`config.mk`:
```
export PLATFORM = sky130hd
export DESIGN_NAME = dif_serial_arbiter
export DESIGN_NICKNAME = d
export VERILOG_FILES = /design/src/rtl/dif_serial_arbiter.sv
export SDC_FILE = /design/constraint.sdc
export NUM_CORES = 1
export LEC_CHECK = 0
export ABC_AREA = 1
export CAP_MARGIN = 20
export CORE_MARGIN = 8
export CORE_UTILIZATION = 46
export CTS_CLUSTER_SIZE = 28
export DETAILED_ROUTE_END_ITERATION = 8
export GPL_TIMING_DRIVEN = 0
export PLACE_DENSITY = 0.92
export SYNTH_ARGS = -nofsm -noshare
export SYNTH_HDL_FRONTEND = slang
export SYNTH_SLANG_ARGS = --single-unit
```
`constraint.sdc`:
```
create_clock -name clk -period 2.3 [get_ports clk]
set_clock_uncertainty 0.05 [all_clocks]
set_input_delay 0.46 -clock clk [delete_from_list [all_inputs] [get_ports clk]]
set_output_delay 0.46 -clock clk [all_outputs]
set_load 0.01 [all_outputs]
```
`src/rtl/dif_serial_arbiter.sv`:
```
// dif_serial_arbiter
// Round-robin arbiter and MSB-first serializer. It shares one serial data
// lane among N_REQ parallel-word requesters. A winner's word is captured at
// grant time and shifted out under a frame qualifier, followed by one idle
// gap cycle before the next arbitration decision.
module dif_serial_arbiter #(
    parameter int N_REQ = 4,
    parameter int WIDTH = 8,
    parameter int IDX_W = $clog2(N_REQ)
) (
    input  logic                   clk,
    input  logic                   rst_n,
    input  logic [N_REQ-1:0]       req,
    input  logic [N_REQ*WIDTH-1:0] data,
    input  logic                   pause,
    output logic [N_REQ-1:0]       gnt,
    output logic                   d,
    output logic                   frame,
    output logic                   busy,
    output logic [IDX_W-1:0]       owner
);

    localparam int CNT_W = $clog2(WIDTH);

    typedef enum logic [1:0] {
        IDLE  = 2'd0,
        SHIFT = 2'd1,
        GAP   = 2'd2
    } state_t;

    state_t           state;
    state_t           state_next;
    logic [IDX_W-1:0] ptr;
    logic [IDX_W-1:0] winner;
    logic [IDX_W-1:0] ptr_next;
    logic             any_req;
    logic [WIDTH-1:0] shreg;
    logic [CNT_W-1:0] bitcnt;
    logic [WIDTH-1:0] words [N_REQ];

    assign any_req = |req;

    // Split the flat data bus into one word per requester.
    always_comb begin
        for (int i = 0; i < N_REQ; i++) begin
            words[i] = data[i*WIDTH +: WIDTH];
        end
    end

    // Round-robin search: scan from ptr upward with wrap, first set bit wins.
    always_comb begin
        logic             found;
        logic [IDX_W-1:0] idx;
        winner = '0;
        found  = 1'b0;
        idx    = '0;
        for (int k = 0; k < N_REQ; k++) begin
            idx = IDX_W'((int'(ptr) + k) % N_REQ);
            if (!found && req[idx]) begin
                winner = idx;
                found  = 1'b1;
            end
        end
    end

    // Pointer for the next search is one past the winner, wrapping at N_REQ.
    always_comb begin
        ptr_next = winner + IDX_W'(1);
        if (winner == IDX_W'(N_REQ - 1)) begin
            ptr_next = '0;
        end
    end

    // State register; reset returns to IDLE and aborts any frame in flight.
    always_ff @(posedge clk) begin
        if (!rst_n) begin
            state <= IDLE;
        end else begin
            state <= state_next;
        end
    end

    // Next-state decode; pause only matters while shifting.
    always_comb begin
        state_next = state;
        case (state)
            IDLE: begin
                if (any_req) begin
                    state_next = SHIFT;
                end
            end
            SHIFT: begin
                if (!pause && bitcnt == '0) begin
                    state_next = GAP;
                end
            end
            GAP: begin
                state_next = IDLE;
            end
            default: begin
                state_next = IDLE;
            end
        endcase
    end

    // Datapath: capture on grant, shift while not paused; gnt is a single pulse.
    always_ff @(posedge clk) begin
        if (!rst_n) begin
            ptr    <= '0;
            owner  <= '0;
            shreg  <= '0;
            bitcnt <= '0;
            gnt    <= '0;
        end else begin
            gnt <= '0;
            case (state)
                IDLE: begin
                    if (any_req) begin
                        shreg  <= words[winner];
                        owner  <= winner;
                        ptr    <= ptr_next;
                        gnt    <= N_REQ'(1) << winner;
                        bitcnt <= CNT_W'(WIDTH - 1);
                    end
                end
                SHIFT: begin
                    if (!pause) begin
                        shreg <= {shreg[WIDTH-2:0], 1'b0};
                        if (bitcnt != '0) begin
                            bitcnt <= bitcnt - CNT_W'(1);
                        end
                    end
                end
                default: begin
                end
            endcase
        end
    end

    // Serial outputs decoded purely from registered state and shift register.
    always_comb begin
        d     = 1'b0;
        frame = 1'b0;
        busy  = (state != IDLE);
        if (state == SHIFT) begin
            d     = shreg[WIDTH-1];
            frame = 1'b1;
        end
    end

endmodule

```
==> metrics.md, run 1 <==
| Metric | Value |
|---|---|
| Overall Power | 0.00223 W |
| Final WL | 3910 µm |
| DP HPWL | 3110 µm |
| Commonest non-fill, non-tap cell in the layout | nand2_1 |
| YS warnings | 0 |
| Worst-path clk slew | 0.11 ns |
| Fin cells | 313 |
| Syn-to-layout area delta | 41.0% |
| Number of nets with antenna violations after routing | 0 |
| Fmax achieved | 465 MHz |
| GRT overflow | 0 |
| Logic pwr share | 67.4% |
| Gr usage total | 15.7% |
| Finished Cell Area | 2040 µm² |
| Post-DR wirelength/cell | 12.5 µm |
| Initial drt markers | 57 |
| CTS buffer count | 3 |
| Arrival time worst endpoint | 1.64 ns |
| Core Rows | 20 |
| Period utilization | 93.5% |
| Final hold vios | 0 |
| IR drop worst, VDD | 0.000586 V |
| Starting density of the core | 47.7% |
| Mapped Cells | 216 |
| Crit-path max FO | 7 |
| Clock Power Share | 7.8% |
| Reg area | 424 µm² |
| Die height | 72.1 µm |
| Number of buffers and inverters on the critical path | 3 |
| P_int | 0.00117 W |
| Final setup violation count | 0 |
| Slowest cell on crit path | clkdlybuf4s50_1 |
| Area fraction of the dominant cell type after synthesis | 29.1% |
| Max-Cap Viols | 0 |
| Area after DPL | 1970 µm² |
| Seq cells post-synth | 21 |
| Sequential share of the synthesized area | 29.1% |
| Clock Latency Late Sink | 0.30 ns |
| Critical path type | reg2out |
| Footprint of the multi-input gates | 886 µm² |
| Rel. slew slack | 68.7% |
| Post-Syn Area | 1450 µm² |
| Global-route wire length before repair | 6760 µm |
| Residual DRC | 0 |
| Vias in the first global route | 1512 |
| Status | finished clean |
| CP cell instances | inv_1 > nor2_4 > buf_4 > clkdlybuf4s50_1 |
| Fillers | 251 |
| Root Buffer | clkbuf_4 |
| Fin worst setup slack | 0.150 ns |
| CP peak stage delay | 0.52 ns |
| Layout cell share with drive strength beyond 1 | 18.6% |
| Syn_nets | 257 |
| Commonest non-fill, non-tap cells in the layout | 55 x nand2_1, 46 x clkdlybuf4s50_1, 41 x nand3_1 |
| Die width | 72.1 µm |
| Clock Sinks | 21 |
| Post-place setup slack | -0.223 ns |
| Initial antenna violation count | 0 |
| Final Max Tran Viols | 0 |
| Layout Nets | 311 |
| Top post-synthesis cells by area | dfxtp_1 29%, nand2_1 14%, nand3_1 14% |
| Die outline area | 5190 µm² |
| Crit path time final | 2.15 ns |
| TritonCTS clock tree | built |
| Switching pwr | 0.00106 W |
| Switch share | 47.5% |
| Largest area contributor in the synthesized netlist | dfxtp_1 |
| Largest net degree at the start of global routing | 12 |
| Element type at the critical path start | register |
| I/O pin cnt | 48 |
| CP Capture Type | output pin |
| Lkg Pwr | 0.923 nW |
| Port bufs | 47 |
| Worst-margin pin slew | 0.468 ns |
| Gpl congestion | 0.839 |
| Clk buf depth | 2 |
| DP Cell Count | 307 |
| CTS HTree Levels | 1 |
| Crit path max-delay family | buffers and inverters |
| ANT cells | 0 |
| Sequential share of power | 24.8% |
| Pwr Density | 1090 nW/µm² |
| Yosys cell types | 28 |
| Worst Hold Class | reg2reg |
| Setup TNS | 0 ns |
| Core region area | 3030 µm² |
| Worst path required time | 1.79 ns |
| Vias/cell | 5.05 |
| Vias | 1582 |
| Detailed Routing Iterations Pass 1 | 4 |
| Syn Area/Cell | 6.69 µm² |
[registers in the layout, indices dropped and copies added (netlist names)]
name,cells
shreg,8
gnt,4
bitcnt,3
owner,2
ptr,2
state,2
[metal layers]
| layer | vias up | part of all wire (%) | track usage [%] |
|---|---|---|---|
| li1 | 816 | - | - |
| met1 | 707 | 48 | 19.6 |
| met2 | 52 | 44 | 25.8 |
| met3 | 7 | 6.1 | 3.58 |
| met4 | 0 | 1.2 | 4.99 |
| met5 | - | 0 | 0 |
[worst reg2reg max path: cells and delay by family, from the launching register on]
family | cells | cell delay (ns)
flops | 1 | 0.40
compound gates | 3 | 0.37
buf+inv | 5 | 0.50
simple gates | 4 | 0.43
[power by group through the flow]
stage | Sequential (W) | Combinational [W] | Clock [W]
after detailed placement | 0.000556 | 0.00149 | 0
after floorplan | 0.000558 | 0.00111 | 0
after global routing | 0.000567 | 0.00169 | 0.000197
after global placement | 0.000552 | 0.00147 | 0
final | 0.000553 | 0.00150 | 0.000174
after CTS | 0.000552 | 0.00150 | 0.000180
[cell usage after synthesis, drive strengths merged]
cell type	instances
nand2	72
nand3	44
inv	25
dfxtp	21
a21oi	15
nor2	13
o21ai	11
buf	5
ha	2
nand4	2
and2	1
clkbuf	1
nor4	1
o221ai	1
o31ai	1
or2	1
[metrics by stage]
| step | util, % | hold slack, ns |
|---|---|---|
| after floorplan | - | 0.372 |
| after global placement | 65.1 | 0.388 |
| after detailed placement | 65.1 | 0.400 |
| after CTS | 66.2 | 0.419 |
| after global routing | 67.3 | 0.436 |
| final | 67.3 | 0.420 |
[layout make-up]
class | count | share of cell area, %
Multi-Input combinational cell | 164 | 43.5
Timing Repair Buffer | 49 | 23.9
Sequential cell | 21 | 20.8
Inverter | 25 | 4.97
Buffer | 6 | 2.82
Tap cell | 44 | 2.70
Clock buffer | 4 | 1.29
[cells by family after synthesis]
family	after synthesis	share of synthesized area (%)
AO/OA/AOI/OAI	28	11.9
AND/OR/NAND/NOR	134	46.2
buffers and inverters	31	11.0
flip-flops	21	29.1
adder cells (fa/ha/maj)	2	1.73
[timing repair]
action | CTS | global route
resized for setup | 3 | 4
hold endpoints to repair | 0 | 0
setup buffers | 0 | 2
hold buffers | 0 | 0
endpoints found under the setup margin | 1 | 3
pin swaps | 0 | 1
[final timing paths]
kind	slack, ns	to	startpoint	depth (start not counted)
setup / recovery	0.15	frame	state[0]	4
hold / removal	0.42	bitcnt[0]	bitcnt[0]	1
setup reg to reg	0.46	bitcnt[1]	state[0]	12
hold reg to reg	0.42	bitcnt[0]	bitcnt[0]	1
Power figures use the tool's default switching activity.
==> run 2: changes to the inputs <==
- CORE_UTILIZATION: 46 -> 49
- GPL_TIMING_DRIVEN: 0 -> default
- PLACE_DENSITY: 0.92 -> 0.95
- clock period: 2.3 -> 2.5 ns (I/O delays scaled with it)
==> metrics.md, run 2 (same netlist as run 1, synthesis figures left out) <==
| Metric | Value |
|---|---|
| Starting density of the core | 52.0% (+4.2 points) |
| Crit path time final | 2.27 ns |
| Post-DR wirelength/cell | 12.9 µm (+3.0%) |
| Initial drt markers | 116 (+100%) |
| Final WL | 3860 µm (-1.3%) |
| CTS buffer count | 3 (unchanged) |
| Largest reg by FF count | shreg |
| RSZ-0062 raised after global routing | no |
| Clk buf depth | 2 (unchanged) |
| Fillers | 216 (-14%) |
| Reg area | 422 µm² (-0.59%) |
| Gpl congestion | 0.856 (+2.0%) |
| Initial antenna violation count | 0 (unchanged) |
| CP Capture Type | output pin |
| Critical path type | reg2out |
| Lkg Pwr | 0.903 nW (-2.2%) |
| Die height | 70.3 µm (-2.4%) |
| Worst-margin pin slew | 0.488 ns (+0.0200 ns) |
| Largest regs | shreg x8, gnt x4, bitcnt x3 |
| Final hold vios | 0 (unchanged) |
| TritonCTS clock tree | built |
| Port bufs | 47 (unchanged) |
| Gr usage total | 15.2% (-0.49 points) |
| Max-Cap Viols | 0 (unchanged) |
| CTS HTree Levels | 1 (unchanged) |
| Final Max Tran Viols | 0 (unchanged) |
| Syn-to-layout area delta | 37.3% |
| I/O pin cnt | 48 (unchanged) |
| Core region area | 2780 µm² (-8.1%) |
| Detailed Routing Iterations Pass 1 | 4 (unchanged) |
| Worst-path clk slew | 0.11 ns (about the same) |
| Arrival time worst endpoint | 1.72 ns (+0.08 ns) |
| Core Rows | 19 (-5.0%) |
| Worst path required time | 1.95 ns (+0.16 ns) |
| Layout Nets | 311 (unchanged) |
| Commonest non-fill, non-tap cells in the layout | 55 x nand2_1, 47 x clkdlybuf4s50_1, 41 x nand3_1 |
| DP HPWL | 3090 µm (-0.55%) |
| Clock Latency Late Sink | 0.29 ns (about the same) |
| Utilization after layout | 71.3% (+4.0 points) |
| Crit-path max FO | 8 (+1) |
| Footprint of the multi-input gates | 866 µm² (-2.3%) |
| IR drop worst, VDD | 0.000785 V (+34%) |
| Fmax achieved | 440 MHz |
| Element type at the critical path start | register |
| Vias in the first global route | 1497 (-0.99%) |
| Pwr Density | 994 nW/µm² (-9.2%) |
| Max FFs per register | 8 (unchanged) |
| Largest net degree at the start of global routing | 20 (+8) |
| Worst Hold Class | reg2reg |
| Number of nets with antenna violations after routing | 0 (unchanged) |
| Vias/cell | 5.19 (+2.7%) |
| Die width | 70.3 µm (-2.4%) |
| Die outline area | 4940 µm² (-4.8%) |
| Residual DRC | 0 (unchanged) |
| Global-route wire length before repair | 6580 µm (-2.7%) |
| Vias | 1557 (-1.6%) |
| DP Cell Count | 296 (-3.6%) |
| Final setup violation count | 0 (unchanged) |
| Clock Sinks | 21 (unchanged) |
| # Post-CTS Setup Buffers | 0 (unchanged) |
| Layout cell share with drive strength beyond 1 | 18.2% (-0.37 points) |
| CTS resizes | 0 (-3) |
| GRT overflow | 0 (unchanged) |
| Fin cells | 300 (-4.2%) |
| Status | finished clean |
| Period utilization | 90.9% |
| ANT cells | 0 (unchanged) |
| Root Buffer | clkbuf_4 |
| Commonest non-fill, non-tap cell in the layout | nand2_1 |
| Rel. slew slack | 67.4% (-1.3 points) |
| Setup TNS | 0 ns (unchanged) |
| Cts hold-fix bufs | 0 (unchanged) |
run 2: changes by cell type in the layout (fill, tap and decap cells not counted), sizes merged:
cell,delta
clkdlybuf4s50,+1
clkbuf,-1
buf,+1
dlymetal6s2s,-1
run 2: cell type report:
class | count | area share (%)
Tap cell | 31 | 1.95
Timing Repair Buffer | 55 | 26.7
Multi-Input combinational cell | 164 | 43.6
Sequential cell | 21 | 21.2
Inverter | 25 | 5.11
Clock buffer | 4 | 1.32
run 2: per-layer routing:
metal | vias to the layer above | global-route usage, % | part of all wire, %
li1 | 811 | - | -
met1 | 674 | 19.0 | 46
met2 | 67 | 24.0 | 45
met3 | 5 | 4.94 | 8.0
met4 | 0 | 4.46 | 0.70
met5 | - | 0 | 0
run 2: worst paths after layout:
| path | from | end | slack, ns | cells past startpoint |
|---|---|---|---|---|
| hold reg to reg | bitcnt[0] | bitcnt[0] | 0.41 | 1 |
| setup / recovery | state[0] | d | 0.23 | 5 |
| hold / removal | bitcnt[0] | bitcnt[0] | 0.41 | 1 |
| setup reg to reg | ptr[0] | shreg[0] | 0.47 | 15 |
run 2: power breakdown:
part / total, W / switching (W) / internal (W)
sequential: 0.000529 / 0.0000809 / 0.000448
combinational: 0.00129 / 0.000773 / 0.000516
clock: 0.000155 / 0.0000928 / 0.0000620
total: 0.00197 / 0.000947 / 0.00103
run 2: worst max-delay path: stages (launching register included):
cell and delay (ns):
dfxtp_2 0.41, inv_1 0.10, nor2_2 0.10, inv_1 0.14, nor2_1 0.12, clkdlybuf4s50_1 0.55
run 2: per-stage QoR:
stage	instance area [µm²]	hold slack [ns]	setup slack [ns]	total power, W
floorplan	1450	0.372	0.772	0.00154
global placement	1960	0.396	0.198	0.00177
detailed placement	1960	0.394	0.138	0.00181
CTS	1980	0.408	0.132	0.00197
global route	1980	0.449	0.0895	0.00216
finish	1980	0.408	0.228	0.00197
==> run 3: changes to the inputs <==
- CORE_UTILIZATION: 49 -> 50
- DONT_BUFFER_PORTS: default -> 1
- PLACE_DENSITY: 0.95 -> 0.77
==> metrics.md, run 3 (same netlist as run 1, synthesis figures left out) <==
| Metric | Value |
|---|---|
| Critical path type | reg2out |
| Arrival time worst endpoint | 1.64 ns (-0.08 ns) |
| Crit path time final | 2.19 ns (-0.0799 ns) |
| Syn-to-layout area delta | 1.04% |
| Vias in the first global route | 1311 (-12%) |
| Clock Latency Late Sink | 0.30 ns (about the same) |
| CTS HTree Levels | 1 (unchanged) |
| Status | finished clean |
| Global-route wire length before repair | 5800 µm (-12%) |
| Post-DR wirelength/cell | 14.1 µm (+9.3%) |
| Fmax achieved | 456 MHz (+3.6%) |
| Detailed Routing Iterations Pass 1 | 4 (unchanged) |
| Core region area | 2760 µm² (-0.85%) |
| Largest reg by FF count | shreg |
| Max FFs per register | 8 (unchanged) |
| IR drop worst, VDD | 0.00115 V (+46%) |
| Final setup violation count | 0 (unchanged) |
| Root Buffer | clkbuf_4 |
| Core Rows | 19 (unchanged) |
| Largest regs | shreg x8, gnt x4, bitcnt x3 |
| Area after DPL | 1430 µm² (-27%) |
| Overall Power | 0.00180 W (-8.9%) |
| Residual DRC | 0 (unchanged) |
| Final WL | 3460 µm (-10%) |
| Clk buf depth | 2 (unchanged) |
| Period utilization | 87.7% (-3.2 points) |
| Commonest non-fill, non-tap cell in the layout | nand2_1 |
| DP Cell Count | 242 (-18%) |
| Clock Sinks | 21 (unchanged) |
| CP peak stage delay | 0.45 ns (-0.10 ns) |
| Cts hold-fix bufs | 0 (unchanged) |
| Die outline area | 4870 µm² (-1.5%) |
| Die height | 69.8 µm (-0.78%) |
| CTS buffer count | 3 (unchanged) |
| Slowest cell on crit path | dfxtp_1 |
| Worst-path clk slew | 0.11 ns (about the same) |
| Vias | 1364 (-12%) |
| Crit-path max FO | 8 (unchanged) |
| Port bufs | 0 (-100%) |
| CP Capture Type | output pin |
| Finished Cell Area | 1460 µm² (-26%) |
| Rel. slew slack | 67.5% (about the same) |
| CP cell instances | inv_1 > nor2_2 > inv_1 > nor2_1 |
| # Post-CTS Setup Buffers | 0 (unchanged) |
| Worst Hold Class | in2reg |
| Largest net degree at the start of global routing | 20 (unchanged) |
| Starting density of the core | 52.4% (+0.45 points) |
| Die width | 69.8 µm (-0.78%) |
| Final hold vios | 0 (unchanged) |
| RSZ-0062 raised after global routing | no |
| Gpl congestion | 0.822 (-4.0%) |
| Initial antenna violation count | 0 (unchanged) |
| Utilization after layout | 52.9% (-18 points) |
| GRT overflow | 0 (unchanged) |
| ANT cells | 0 (unchanged) |
| Number of nets with antenna violations after routing | 0 (unchanged) |
| Fin cells | 246 (-18%) |
| I/O pin cnt | 48 (unchanged) |
| Max-Cap Viols | 0 (unchanged) |
| Vias/cell | 5.54 (+6.8%) |
| DP HPWL | 2750 µm (-11%) |
| Crit path top cell by count | inv_1 |
| Lkg Pwr | 0.689 nW (-24%) |
| Element type at the critical path start | register |
| Worst path required time | 1.95 ns (about the same) |
| Layout cell share with drive strength beyond 1 | 19.1% (+0.85 points) |
| Initial drt markers | 59 (-49%) |
| TritonCTS clock tree | built |
| Commonest non-fill, non-tap cells in the layout | 55 x nand2_1, 41 x nand3_1, 21 x dfxtp_1 |
| CTS resizes | 0 (unchanged) |
| Fillers | 279 (+29%) |
| Setup TNS | 0 ns (unchanged) |
| Worst-margin pin slew | 0.486 ns (-0.00177 ns) |
| Pwr Density | 1230 nW/µm² (+24%) |
| Layout Nets | 257 (-17%) |
| Gr usage total | 14.0% (-1.2 points) |
| Final Max Tran Viols | 0 (unchanged) |
-- run 3: layer usage --
layer,track usage [%],vias to the layer above,share of wire [%]
met3,7.01,4,15
met1,17.2,598,43
met5,0,-,0
li1,-,703,-
met4,4.69,0,1.2
met2,20.7,59,41
-- run 3: layout make-up --
| type | count | area (µm²) | share of cell area [%] |
|---|---|---|---|
| Multi-Input combinational cell | 164 | 866 | 59.3 |
| Sequential cell | 21 | 420 | 28.8 |
| Inverter | 25 | 101 | 6.94 |
| Tap cell | 31 | 38.8 | 2.66 |
| Clock buffer | 4 | 26.3 | 1.80 |
| Timing Repair Buffer | 1 | 7.51 | 0.514 |
-- run 3: stage by stage --
step | setup WS [ns] | hold WS [ns]
after floorplan | 0.772 | 0.372
after global placement | 0.360 | 0.397
after detailed placement | 0.344 | 0.392
after CTS | 0.319 | 0.252
after global routing | 0.0671 | 0.248
final | 0.308 | 0.258
-- run 3: report_power, final --
part           switching [W]  internal (W)  leakage (nW)
Combinational       0.000731      0.000360         0.500
Sequential         0.0000979      0.000448         0.174
Clock              0.0000979     0.0000623        0.0150
-- run 3: path summary, 6_finish.rpt --
path,endpoint,startpoint,slack [ns],cells after the start
worst max-delay path,d,state[0],0.31,4
worst min-delay path,shreg[6],rst_n,0.26,2
worst max register to register,shreg[0],ptr[0],0.31,11
worst min register to register,bitcnt[0],bitcnt[0],0.41,1
-- run 3: critical path: cells and delay by family, from the launching register on --
family / cells / cell delay, ns
AND/OR/NAND/NOR: 2 / 0.54
flip-flops: 1 / 0.45
buffers and inverters: 2 / 0.34
